===== src/rtl/icache_ctrl_nway.sv =====
// N-way set-associative icache controller: round-robin victim selection and multi-beat line refill.
// Optional hit/miss performance counters are enabled with `define ICACHE_PERF_CNT_EN.
module icache_ctrl_nway #(
  parameter int NUM_WAYS   = 4,
  parameter int NUM_SETS   = 64,
  parameter int LINE_BEATS = 4,
  parameter int WAY_W      = $clog2(NUM_WAYS),
  parameter int IDX_W      = $clog2(NUM_SETS),
  parameter int BEAT_W     = (LINE_BEATS > 1) ? $clog2(LINE_BEATS) : 1
) (
  input  logic                clk_i,
  input  logic                rst_i,
  input  logic                if2icache_req_i,
  input  logic                if2icache_req_kill_i,
  input  logic                imem_sel_i,
  input  logic [IDX_W-1:0]    set_idx_i,
  input  logic [NUM_WAYS-1:0] hit_way_i,
  output logic                icache2if_ack_o,
  output logic                icache2mem_req_o,
  input  logic                mem2icache_ack_i,
  output logic [WAY_W-1:0]    fill_way_o,
  output logic [BEAT_W-1:0]   fill_beat_o,
  output logic                cache_wr_o,
  output logic                tag_wr_o,
  output logic                busy_o
`ifdef ICACHE_PERF_CNT_EN
  ,
  output logic [31:0]         hit_cnt_o,
  output logic [31:0]         miss_cnt_o
`endif
);

  typedef enum logic {IDLE, FILL} state_t;

  state_t            state_q, state_d;
  logic              ack_q;
  logic [IDX_W-1:0]  set_q;
  logic [WAY_W-1:0]  way_q;
  logic [BEAT_W-1:0] beat_q;
  logic [WAY_W-1:0]  rr_q [NUM_SETS];

  logic lookup, hit, miss, abort, last_beat;
  logic start_fill, fill_done;

  assign lookup    = if2icache_req_i & imem_sel_i & ~if2icache_req_kill_i;
  assign hit       = lookup & (|hit_way_i);
  assign miss      = lookup & ~(|hit_way_i);
  assign abort     = if2icache_req_kill_i | ~imem_sel_i;
  assign last_beat = (beat_q == BEAT_W'(LINE_BEATS - 1));

  always_comb begin
    state_d          = state_q;
    icache2mem_req_o = 1'b0;
    cache_wr_o       = 1'b0;
    tag_wr_o         = 1'b0;
    start_fill       = 1'b0;
    fill_done        = 1'b0;
    unique case (state_q)
      IDLE: begin
        if (miss) begin
          icache2mem_req_o = 1'b1;
          start_fill       = 1'b1;
          state_d          = FILL;
        end
      end
      FILL: begin
        if (abort) begin
          state_d = IDLE;
        end else begin
          icache2mem_req_o = 1'b1;
          if (mem2icache_ack_i) begin
            cache_wr_o = 1'b1;
            if (last_beat) begin
              tag_wr_o         = 1'b1;
              icache2mem_req_o = 1'b0;
              fill_done        = 1'b1;
              state_d          = IDLE;
            end
          end
        end
      end
      default: state_d = IDLE;
    endcase
  end

  always_ff @(posedge clk_i) begin
    if (rst_i) begin
      state_q <= IDLE;
      ack_q   <= 1'b0;
      set_q   <= '0;
      way_q   <= '0;
      beat_q  <= '0;
      for (int unsigned i = 0; i < NUM_SETS; i++) rr_q[i] <= '0;
    end else begin
      state_q <= state_d;
      ack_q   <= (state_q == IDLE) & hit;
      if (start_fill) begin
        set_q  <= set_idx_i;
        way_q  <= rr_q[set_idx_i];
        beat_q <= '0;
      end
      // Counter stops on the final beat so fill_beat_o keeps the last written beat while idle.
      if (cache_wr_o && !last_beat) beat_q <= beat_q + BEAT_W'(1);
      if (fill_done) rr_q[set_q] <= rr_q[set_q] + WAY_W'(1);
    end
  end

  assign icache2if_ack_o = ack_q;
  assign fill_way_o      = way_q;
  assign fill_beat_o     = beat_q;
  assign busy_o          = (state_q == FILL);

`ifdef ICACHE_PERF_CNT_EN
  logic [31:0] hit_cnt_q, miss_cnt_q;

  always_ff @(posedge clk_i) begin
    if (rst_i) begin
      hit_cnt_q  <= '0;
      miss_cnt_q <= '0;
    end else begin
      if ((state_q == IDLE) && hit && (hit_cnt_q != '1)) hit_cnt_q <= hit_cnt_q + 32'd1;
      if (start_fill && (miss_cnt_q != '1)) miss_cnt_q <= miss_cnt_q + 32'd1;
    end
  end

  assign hit_cnt_o  = hit_cnt_q;
  assign miss_cnt_o = miss_cnt_q;
`endif

endmodule


===== config.mk =====
export PLATFORM = sky130hd
export DESIGN_NAME = icache_ctrl_nway
export DESIGN_NICKNAME = d
export VERILOG_FILES = /design/src/rtl/icache_ctrl_nway.sv
export SDC_FILE = /design/constraint.sdc
export NUM_CORES = 1
export LEC_CHECK = 0
export BUFFER_PORTS_ARGS = -buffer_cell sky130_fd_sc_hd__buf_2
export CELL_PAD_IN_SITES_DETAIL_PLACEMENT = 0
export CELL_PAD_IN_SITES_GLOBAL_PLACEMENT = 1
export CORE_MARGIN = 2
export CORE_UTILIZATION = 47
export CTS_CLUSTER_DIAMETER = 150
export DETAILED_ROUTE_END_ITERATION = 8
export PLACE_DENSITY_LB_ADDON = 0.1
export RECOVER_POWER = 100
export SLEW_MARGIN = 40
export SYNTH_ARGS = -nofsm -noshare
export SYNTH_HDL_FRONTEND = slang
export SYNTH_SLANG_ARGS = --single-unit

===== constraint.sdc =====
create_clock -name clk_i -period 4.7 [get_ports clk_i]
set_input_delay 0.235 -clock clk_i [delete_from_list [all_inputs] [get_ports clk_i]]
set_output_delay 0.235 -clock clk_i [all_outputs]
set_load 0.01 [all_outputs]

==> impl_metrics.py <==
metrics = {
    "clock_network": {
        "cts-buffers-inserted": 17,
        "ctsLongestPathBuffers": 2,
        "tritoncts": "done",
        "cts_hold_buf": 0,
        "insertion_delay_ns": 0.42,
        "cts_setup_buffers": 0,
        "cts.clk_slew.worst_paths_ns": 0.06,
        "htreeDepth": 4,
        "clock_sinks": 146,
        "cts-resized-gates": 0,
        "root_buffer": "clkbuf_16",
    },
    "detailed_routing": {
        "dr.pass1.iters": 5,
        "vias_per_cell": 6.05,
        "antenna_left": 0,
        "vias": 5314,
        "drtIter0Drc": 484,
        "wirelength_mm": 20.4,
        "drc": 0,
        "avgRoutedWirePerCell_um": 23.2,
    },
    "pwr": {
        "p_int_mw": 2.44,
        "switchingPower_mw": 0.708,
        "p_leak_nw": 3.08,
        "p_comb_share_pct": 6.7,
        "p_per_area_nw_per_um2": 356,
        "clkPwrFrac_pct": 46.0,
        "ir_worst_vdd_v": 0.000239,
        "p_seq_share_pct": 47.2,
        "switching_share_pct": 22.5,
    },
    "placed_design": {
        "gp_congestion": 0.886,
        "dpl.hpwl_mm": 13.5,
        "portBuffers": 24,
        "dp_cells": 846,
    },
    "timing": {
        "tns_ns": 0,
        "fin_crit_sh_pct": 80.2,
        "grt_setup_unrepaired": "no",
        "hold_viol_final": 0,
        "worstMarginPinSlew_ns": 1.94,
        "skew_ns": 0.00901,
        "max_freq_ghz": 0.265,
        "period_minus_slack_ns": 3.77,
        "finalSetupViolations": 0,
        "slew_violations": 24,
        "timing.slew.headroom_pct": -29.1,
    },
    "die": {
        "rows": 47,
        "pin_count": 25,
        "start_util_pct": 48.3,
        "core_um2": 16600,
        "fp.dieW_um": 135,
        "die_y_um": 135,
        "dieArea_um2": 18200,
    },
    "synthesis": {
        "yosysUniqueCellTypes": 42,
        "syn_area_um2": 8040,
        "ys_top_cells_by_count": "nor2_1 (132), edfxtp_1 (128), nand2_1 (76)",
        "synthesis.nets": 654,
        "async_flop_share_pct": 0,
        "syn_avg_cell_area_um2": 12.6,
        "synth_area_leaders": "edfxtp_1 (48%), mux4_2 (11%), mux4_1 (8.5%)",
        "yosysMostFrequentCell": "nor2_1",
        "yosys_warnings": 0,
        "synth_edf_count": 128,
        "synth-main-ff-cell": "edfxtp_1",
        "synth_cells": 637,
        "yosysSeqAreaShare_pct": 52.3,
        "yosysTopAreaCell": "edfxtp_1",
        "synth_seq_cells": 146,
        "synth_top_area_share_pct": 47.8,
    },
    "critical_path": {
        "cp_max_fo": 21,
        "worstPathRequired_ns": 4.84,
        "path_class": "reg -> reg",
        "end_kind": "register",
        "arrival_ns": 3.92,
        "setup.worst_path.start_class": "register",
    },
    "layout": {
        "synthToLayoutAreaGrowth_pct": 10.1,
        "finish.utilization_pct": 53.2,
        "nFillCells": 1432,
        "drive_above_1_share_pct": 17.6,
        "diodes": 0,
        "finalNonFillerCells": 878,
        "nNetsFinal": 662,
    },
    "global_route": {
        "grt_antenna_before_repair": 0,
        "grt.overflow.total": 0,
        "track_usage_pct": 23.4,
        "grt_max_degree": 77,
        "grt_pass1_wl_mm": 30.6,
        "grt_pass1_vias": 5224,
    },
    "status": {
        "status": "finished, violations left",
        "violations": "capacitance limit, slew limit",
    },
    "flow_run": {
        "cap_violations": 1,
    },
    "worst_hold_path": {
        "hold_path_class": "in -> reg",
    },
}
-- power groups by stage --
stage               registers (mW)  clock network (mW)  logic, mW
floorplan                     1.50                   0      0.168
global route                  1.49                1.51      0.228
CTS                           1.49                1.46      0.215
global placement              1.51                   0      0.210
detailed placement            1.51                   0      0.215
finish                        1.49                1.45      0.213
-- cell type report --
cell class	count	area (um2)	area share [%]
flip-flops and latches	146	4210	47.5
clock inverters	15	205	2.32
inverters	1	3.75	0.0424
multi-input cells	443	3550	40.1
repair buffers	36	180	2.04
well taps	220	275	3.11
clock buffers	17	425	4.81
-- cells by family (layout without fill, tap and decap cells) --
group           count (synthesis)  count (layout)  share of synthesized area [%]
xor+xnor                        2               2                          0.218
simple gates                  323             323                           19.2
mux                            74              74                           20.6
buf+inv                        48              69                           3.99
fa+ha+maj                       1               1                          0.156
compound gates                 43              43                           3.53
flops                         146             146                           52.3
-- routing by layer --
layer,wire length (um),global-route usage (%)
met5,0,0
met3,1350,4.88
met4,547,7.78
met1,8720,32.1
met2,9800,37.6
-- placed cells by master (no fill, tap or decap), drive strengths merged --
| cell | count |
|---|---|
| and3 | 2 |
| a21oi | 8 |
| mux2 | 1 |
| o22ai | 16 |
| mux2i | 9 |
| clkbuf | 32 |
| clkinv | 6 |
| dfxtp | 18 |
| xor2 | 1 |
| clkinvlp | 2 |
| a22oi | 16 |
| nor3 | 3 |
| xnor2 | 1 |
| nor2 | 144 |
| nand2b | 67 |
| nand3b | 3 |
| a211oi | 2 |
| edfxtp | 128 |
| nand2 | 76 |
| nor2b | 2 |
| inv | 4 |
| and3b | 3 |
| or4 | 3 |
| bufinv | 4 |
| or3b | 3 |
| buf | 21 |
| nor3b | 9 |
| ha | 1 |
| nand3 | 1 |
| nor4 | 4 |
| or3 | 1 |
| o21ai | 1 |
| nor4bb | 1 |
| mux4 | 64 |
| and2 | 1 |
-- stage by stage --
stage | power [mW] | area (um2) | setup slack, ns | hold WS, ns
2_1_floorplan | 1.67 | 8040 | 2.25 | 0.406
3_3_place_gp | 1.72 | 8230 | 1.48 | 0.474
3_5_place_dp | 1.73 | 8270 | 1.49 | 0.489
4_1_cts | 3.17 | 8900 | 1.48 | 0.118
5_1_grt | 3.24 | 8850 | 0.741 | 0.135
6_report | 3.15 | 8850 | 0.929 | 0.126
-- path summary, 6_finish.rpt --
kind	start	to	slack [ns]	cells after the start
worst max register to register	register	rr_q[43][0]	0.93	6
worst min-delay path	if2icache_req_kill_i	icache2if_ack_o	0.13	3
worst max-delay path	register	rr_q[43][0]	0.93	6
worst min register to register	fill_way_o[1]	fill_way_o[1]	0.50	2
-- flip-flops by register name, indices dropped and copies added, names as in the netlist, named ones only --
signal,count
rr_q,128
set_q,6
fill_beat_o,2
fill_way_o,2
busy_o,1
icache2if_ack_o,1
-- worst max-delay path, cell delays in order, from the launching register on --
cell	delay [ns]
dfxtp_1	1.05
mux4_1	0.47
o22ai_1	0.13
or4_1	0.62
o21ai_4	0.39
clkbuf_1	0.71
nor2_1	0.09
Power figures use the tool's default switching activity.
